### src/rtl/store_buffer_pkg.sv
// Shared memory-path types for the store buffer, data memory and MEM stage.
package mips_mem_pkg;

    localparam int SB_DEPTH = 4;
    localparam int SB_IDX_W = 10;

    typedef struct packed {
        logic [31:0] addr;
        logic [31:0] data;
        logic [31:0] pc;
    } sb_entry_t;

    // Word index used to decide whether two byte addresses hit the same word.
    function automatic logic [SB_IDX_W-1:0] word_idx(input logic [31:0] addr);
        return addr[SB_IDX_W+1:2];
    endfunction

endpackage

### src/rtl/store_buffer_if.sv
// Store, load-forward and data-memory drain signals of the store buffer.
interface store_buffer_if;

    logic        st_valid;
    logic [31:0] st_addr;
    logic [31:0] st_data;
    logic [31:0] st_pc;
    logic        st_ready;
    logic [31:0] ld_addr;
    logic        ld_hit;
    logic [31:0] ld_data;
    logic        dm_grant;
    logic        dm_memwrite;
    logic [31:0] dm_addr;
    logic [31:0] dm_invalue;
    logic [31:0] dm_pc;
    logic        empty;
    logic        full;

    modport master (
        output st_valid, st_addr, st_data, st_pc, ld_addr, dm_grant,
        input  st_ready, ld_hit, ld_data, dm_memwrite, dm_addr, dm_invalue, dm_pc,
               empty, full
    );

    modport slave (
        input  st_valid, st_addr, st_data, st_pc, ld_addr, dm_grant,
        output st_ready, ld_hit, ld_data, dm_memwrite, dm_addr, dm_invalue, dm_pc,
               empty, full
    );

endinterface

### src/rtl/store_buffer_fwd_match.sv
// Load-forwarding match: scans valid entries youngest-first (from tail-1) and
// returns the data of the first word-index match.
module sb_fwd_match
    import mips_mem_pkg::*;
#(
    parameter  int DEPTH = SB_DEPTH,
    parameter  int IDX_W = SB_IDX_W,
    localparam int PTR_W = $clog2(DEPTH),
    localparam int CNT_W = $clog2(DEPTH + 1)
) (
    input  sb_entry_t        entries [DEPTH],
    input  logic [PTR_W-1:0] head,
    input  logic [CNT_W-1:0] count,
    input  logic [IDX_W-1:0] ld_idx,
    output logic             hit,
    output logic [31:0]      data
);

    logic [PTR_W-1:0] slot;

    // NOTE: every variable driven here gets a default before the loop, so no
    // path leaves it unassigned and no latch is inferred.
    always_comb begin
        hit  = 1'b0;
        data = '0;
        slot = '0;
        for (int k = 0; k < DEPTH; k++) begin
            // k = 0 is the youngest entry (tail-1); pointer arithmetic wraps mod DEPTH.
            slot = head + PTR_W'(count) - PTR_W'(k + 1);
            if (!hit && (CNT_W'(k) < count) &&
                (entries[slot].addr[IDX_W+1:2] == ld_idx)) begin
                hit  = 1'b1;
                data = entries[slot].data;
            end
        end
    end

endmodule

### src/rtl/store_buffer.sv
// In-order word store buffer: absorbs CPU stores, drains one per granted cycle
// to data memory, and forwards buffered data to younger loads.
module store_buffer
    import mips_mem_pkg::*;
#(
    parameter int DEPTH = SB_DEPTH,
    parameter int IDX_W = SB_IDX_W
) (
    input logic           clk,
    input logic           reset,
    store_buffer_if.slave bus
);

    localparam int PTR_W = $clog2(DEPTH);
    localparam int CNT_W = $clog2(DEPTH + 1);

    sb_entry_t        entries [DEPTH];
    logic [PTR_W-1:0] head;
    logic [PTR_W-1:0] tail;
    logic [CNT_W-1:0] count;

    logic is_full;
    logic is_empty;
    logic enq;
    logic drain;

    assign is_full  = (count == CNT_W'(DEPTH));
    assign is_empty = (count == '0);
    // A slot freed by this cycle's drain only becomes usable next cycle.
    assign enq      = bus.st_valid && !is_full;
    assign drain    = !is_empty && bus.dm_grant;

    // NOTE: sequential state is updated with non-blocking assignments so every
    // register samples pre-edge values regardless of statement order.
    always_ff @(posedge clk) begin
        if (reset) begin
            head  <= '0;
            tail  <= '0;
            count <= '0;
        end else begin
            if (enq)   tail <= tail + PTR_W'(1);
            if (drain) head <= head + PTR_W'(1);
            unique case ({enq, drain})
                2'b10:   count <= count + CNT_W'(1);
                2'b01:   count <= count - CNT_W'(1);
                default: count <= count;
            endcase
        end
    end

    // NOTE: the entry array has no reset; count alone decides which entries
    // are live, so stale contents after reset are never observed.
    always_ff @(posedge clk) begin
        if (enq) begin
            entries[tail] <= '{addr: bus.st_addr, data: bus.st_data, pc: bus.st_pc};
        end
    end

    sb_fwd_match #(.DEPTH(DEPTH), .IDX_W(IDX_W)) u_fwd (
        .entries (entries),
        .head    (head),
        .count   (count),
        .ld_idx  (bus.ld_addr[IDX_W+1:2]),
        .hit     (bus.ld_hit),
        .data    (bus.ld_data)
    );

    always_comb begin
        bus.dm_addr    = '0;
        bus.dm_invalue = '0;
        bus.dm_pc      = '0;
        if (!is_empty) begin
            bus.dm_addr    = entries[head].addr;
            bus.dm_invalue = entries[head].data;
            bus.dm_pc      = entries[head].pc;
        end
    end

    assign bus.dm_memwrite = drain;
    assign bus.st_ready    = !is_full;
    assign bus.empty       = is_empty;
    assign bus.full        = is_full;

endmodule

### src/flat_wrapper.sv
// flat-port wrapper written by rule: the top's interface ports become plain ports
module store_buffer_flat import mips_mem_pkg::*;
#(
    parameter int DEPTH = SB_DEPTH,
    parameter int IDX_W = SB_IDX_W
)
  (clk, reset, bus_st_valid, bus_st_addr, bus_st_data, bus_st_pc, bus_ld_addr, bus_dm_grant, bus_st_ready, bus_ld_hit, bus_ld_data, bus_dm_memwrite, bus_dm_addr, bus_dm_invalue, bus_dm_pc, bus_empty, bus_full);
  store_buffer_if bus_i ();
  input logic clk;
  input logic reset;
  input wire logic [$bits(bus_i.st_valid)-1:0] bus_st_valid;
  input wire logic [$bits(bus_i.st_addr)-1:0] bus_st_addr;
  input wire logic [$bits(bus_i.st_data)-1:0] bus_st_data;
  input wire logic [$bits(bus_i.st_pc)-1:0] bus_st_pc;
  input wire logic [$bits(bus_i.ld_addr)-1:0] bus_ld_addr;
  input wire logic [$bits(bus_i.dm_grant)-1:0] bus_dm_grant;
  output wire logic [$bits(bus_i.st_ready)-1:0] bus_st_ready;
  output wire logic [$bits(bus_i.ld_hit)-1:0] bus_ld_hit;
  output wire logic [$bits(bus_i.ld_data)-1:0] bus_ld_data;
  output wire logic [$bits(bus_i.dm_memwrite)-1:0] bus_dm_memwrite;
  output wire logic [$bits(bus_i.dm_addr)-1:0] bus_dm_addr;
  output wire logic [$bits(bus_i.dm_invalue)-1:0] bus_dm_invalue;
  output wire logic [$bits(bus_i.dm_pc)-1:0] bus_dm_pc;
  output wire logic [$bits(bus_i.empty)-1:0] bus_empty;
  output wire logic [$bits(bus_i.full)-1:0] bus_full;
  assign bus_i.st_valid = bus_st_valid;
  assign bus_i.st_addr = bus_st_addr;
  assign bus_i.st_data = bus_st_data;
  assign bus_i.st_pc = bus_st_pc;
  assign bus_i.ld_addr = bus_ld_addr;
  assign bus_i.dm_grant = bus_dm_grant;
  assign bus_st_ready = bus_i.st_ready;
  assign bus_ld_hit = bus_i.ld_hit;
  assign bus_ld_data = bus_i.ld_data;
  assign bus_dm_memwrite = bus_i.dm_memwrite;
  assign bus_dm_addr = bus_i.dm_addr;
  assign bus_dm_invalue = bus_i.dm_invalue;
  assign bus_dm_pc = bus_i.dm_pc;
  assign bus_empty = bus_i.empty;
  assign bus_full = bus_i.full;
  store_buffer #(.DEPTH(DEPTH), .IDX_W(IDX_W)) u_core (.clk(clk), .reset(reset), .bus(bus_i));
endmodule
### config.mk
export PLATFORM = sky130hd
export DESIGN_NAME = store_buffer_flat
export DESIGN_NICKNAME = d
export VERILOG_FILES = /design/src/rtl/store_buffer_pkg.sv /design/src/rtl/store_buffer_if.sv /design/src/rtl/store_buffer_fwd_match.sv /design/src/rtl/store_buffer.sv /design/src/flat_wrapper.sv
export SDC_FILE = /design/constraint.sdc
export NUM_CORES = 1
export LEC_CHECK = 0
export BUFFER_PORTS_ARGS = -buffer_cell sky130_fd_sc_hd__buf_4
export CORE_UTILIZATION = 40
export DETAILED_ROUTE_END_ITERATION = 16
export GPL_TIMING_DRIVEN = 0
export REMOVE_ABC_BUFFERS = 1
export SYNTH_ARGS = -nofsm -noshare
export SYNTH_HDL_FRONTEND = slang
export SYNTH_SLANG_ARGS = --single-unit
### constraint.sdc
create_clock -name clk -period 9.9 [get_ports clk]
set_input_delay 1.485 -clock clk [delete_from_list [all_inputs] [get_ports clk]]
set_output_delay 1.485 -clock clk [all_outputs]
set_load 0.05 [all_outputs]
==> metrics.cfg <==
[die]
io-pin-count=265
fp-row-count=84
die_h_um=232
die_area_um2=54000
initial_core_util_pct=40.4
coreArea_um2=52600
die_width_um=232

[sta]
setup_violations=0
hold_violations=0
worst_clock_skew_ns=0.0184
hold_slack_ns=0.559
tightest_slew_ns=1.41
max_slew_margin_pct=5.78
grt_setup_unrepaired=no
period_needed_ns=9.01
maxSlewViolCount=0
post-route-period-util_pct=91.0
fmax_mhz=111

[setup_path]
r2r_start=u_core.count[0]
critPathMaxFanout=54
cp-end-kind=output port
cp.arrival_ns=7.52
path_class=flop to output port
cp.required_ns=8.42
cp_top_family=simple AND/OR/NAND/NOR gates
cp_cell_sequence=xor3_4, buf_16, mux4_2, xor2_1, nor4b_4, inv_1, o221ai_4, or2_1, a31oi_1, buf_4
slowest_stage=o221ai_4
startpoint=u_core.head[1]
setup.worst_path.start_class=flop
critPathBufInv=3
slowest_delay_ns=1.13

[outcome]
status=complete, no violations

[synthesis]
yosys.area_share.simple_pct=11.1
synth_common_cells=edfxtp_1, nand2_1, mux2i_1
synth_warnings=0
synth.area.top_cells=edfxtp_1, mux4_2, mux2i_1
ys_seq_area_share_pct=54.9
synth_compound_area_share_pct=8.75
ys_seq_elements=391
ys_types=58
synth_edf_count=384
synth-main-ff-cell=edfxtp_1
synthMuxAreaShare_pct=19.6
synth_area_per_cell_um2=13.5
yosys.area_share.adder_pct=0.589
synth_top_area_cell=edfxtp_1
syn_area_um2=21200
synth_xor_area_share_pct=2.00
post-synth-top-count-cell=edfxtp_1
synth_top_area_share_pct=54.3
synth_cells=1579
synth_top_family_by_area=multiplexers
ys_async_sr_fraction_pct=0

[clock_tree]
cts.sinks=391
cts.path.max_buffers=3
cts-hold-fix-buffers=0
clockRootBuffer=clkbuf_16
cts_tree=yes
clkSlewWorstSetupHoldPaths_ns=0.05
cts_made_buffers=45
htree_levels=2
insertion_delay_ns=0.58
post-cts-setup-buffers=0
ctsResizeCount=0

[route]
initialDrtViolationCount=1157
routed_wl_um=56500
detail-route-antenna-nets=0
wl_per_cell_um=22.7
drc=0
vias=14500
dr.pass1.iters=6
via_per_inst=5.82

[grt]
grt_pass1_wl_um=85300
grt_use_total_pct=20.6
antenna_found_initial=3
grt-ovfl-total=0
grt_pass1_vias=14800
grt_max_degree=88

[cells_and_area]
final_area_um2=25500
area_growth_pct=19.8
multi_input_area_um2=8990
layout-drive-gt1-share_pct=26.5
final_util_pct=48.5
seq_area_um2=11700
fillers=4558
fin_cells=2490
layout.nets=1909

[placement]
numPlacedInstances=2408
placedInstanceArea_um2=24100
place_hpwl_um=35700
gp_congestion=0.760
io_buffers=242

[worst_hold_path]
holdCritPathClass=flop to flop
min-delay-start=u_core.head[0]

[power]
ir_drop_mv=0.212
power_density_nw_per_um2=341
power_leakage_nw=9.25

[flow_run]
max_cap_violations=0

## kinds of logic (layout without fill, tap and decap cells)
logic type / count (synthesis) / in the layout
AND/OR/NAND/NOR: 479 / 479
flip-flops: 391 / 391
multiplexers: 259 / 259
AO/OA/AOI/OAI: 254 / 254
buffers and inverters: 141 / 362
XOR/XNOR: 45 / 45
adder cells (fa/ha/maj): 10 / 10
other: 0 / 2
## final timing paths
| path | to | slack [ns] | cells after the start |
|---|---|---|---|
| worst max-delay path | bus_ld_data[26] | 0.89 | 10 |
| worst min-delay path | u_core.head[0] | 0.56 | 2 |
| worst max register to register | u_core.entries[150] | 7.24 | 6 |
| worst min register to register | u_core.head[0] | 0.56 | 2 |
## placed cells by master (no fill, tap or decap), drive strengths merged, types with 3 or more instances in the layout
| cell type | count |
|---|---|
| nand2b | 11 |
| clkbuf | 54 |
| nand3 | 36 |
| and3 | 37 |
| a22oi | 3 |
| o221ai | 18 |
| a221o | 3 |
| clkinv | 24 |
| nand4 | 6 |
| o22a | 7 |
| xnor2 | 24 |
| edfxtp | 384 |
| nand2 | 229 |
| o21ai | 29 |
| xor2 | 19 |
| dfxtp | 7 |
| a31oi | 36 |
| o31ai | 15 |
| o2bb2ai | 8 |
| ha | 10 |
| o32a | 8 |
| mux4 | 125 |
| buf | 273 |
| a41o | 17 |
| a21oi | 40 |
| a211oi | 19 |
| nor2b | 98 |
| a21o | 25 |
| nor2 | 23 |
| a32o | 8 |
| nor3 | 22 |
| o32ai | 14 |
| inv | 10 |
| mux2i | 133 |
| or3 | 6 |
## state kept, by name (all words and copies together), names as in the netlist
register and flops:
u_core.entries 384, u_core.count 3, u_core.head 2, u_core.tail 2
## metrics by stage
| stage | setup TNS (ns) | setup WS, ns | total power [mW] |
|---|---|---|---|
| 3_5_place_dp | 0 | 1.51 | 7.23 |
| 2_1_floorplan | -187.80 | -6.03 | 5.98 |
| 6_report | 0 | 0.893 | 8.68 |
| 5_1_grt | 0 | 0.684 | 9.13 |
| 4_1_cts | 0 | 0.878 | 8.75 |
| 3_3_place_gp | -474.98 | -13.88 | 7.44 |
## power breakdown
part / leakage [nW] / switching, mW / internal, mW
Sequential: 3.58 / 0.0884 / 1.97
Combinational: 5.03 / 3.18 / 1.94
Clock: 0.644 / 0.660 / 0.837
Total: 9.25 / 3.93 / 4.75
## cell type report
| class | instances | area share, % |
|---|---|---|
| antenna | 2 | 0.0197 |
| clock buffer | 54 | 4.56 |
| clock inverter | 26 | 0.673 |
| inverter | 9 | 0.143 |
| multi-input combinational | 1047 | 35.3 |
| sequential | 391 | 45.9 |
| tap | 688 | 3.38 |
| timing repair buffer | 273 | 10.0 |
## layer usage
| metal | global-route usage, % | part of all wire, % |
|---|---|---|
| met1 | 25.3 | 40 |
| met2 | 34.9 | 49 |
| met3 | 5.59 | 7.5 |
| met4 | 7.01 | 2.7 |
| met5 | 0 | 0.023 |
## tightest hold or removal path, cell delays in order (launching register included)
cell	delay [ns]
dfxtp_4	0.38
xnor2_1	0.07
nor2_1	0.07
(Power assumes the default switching activity.)
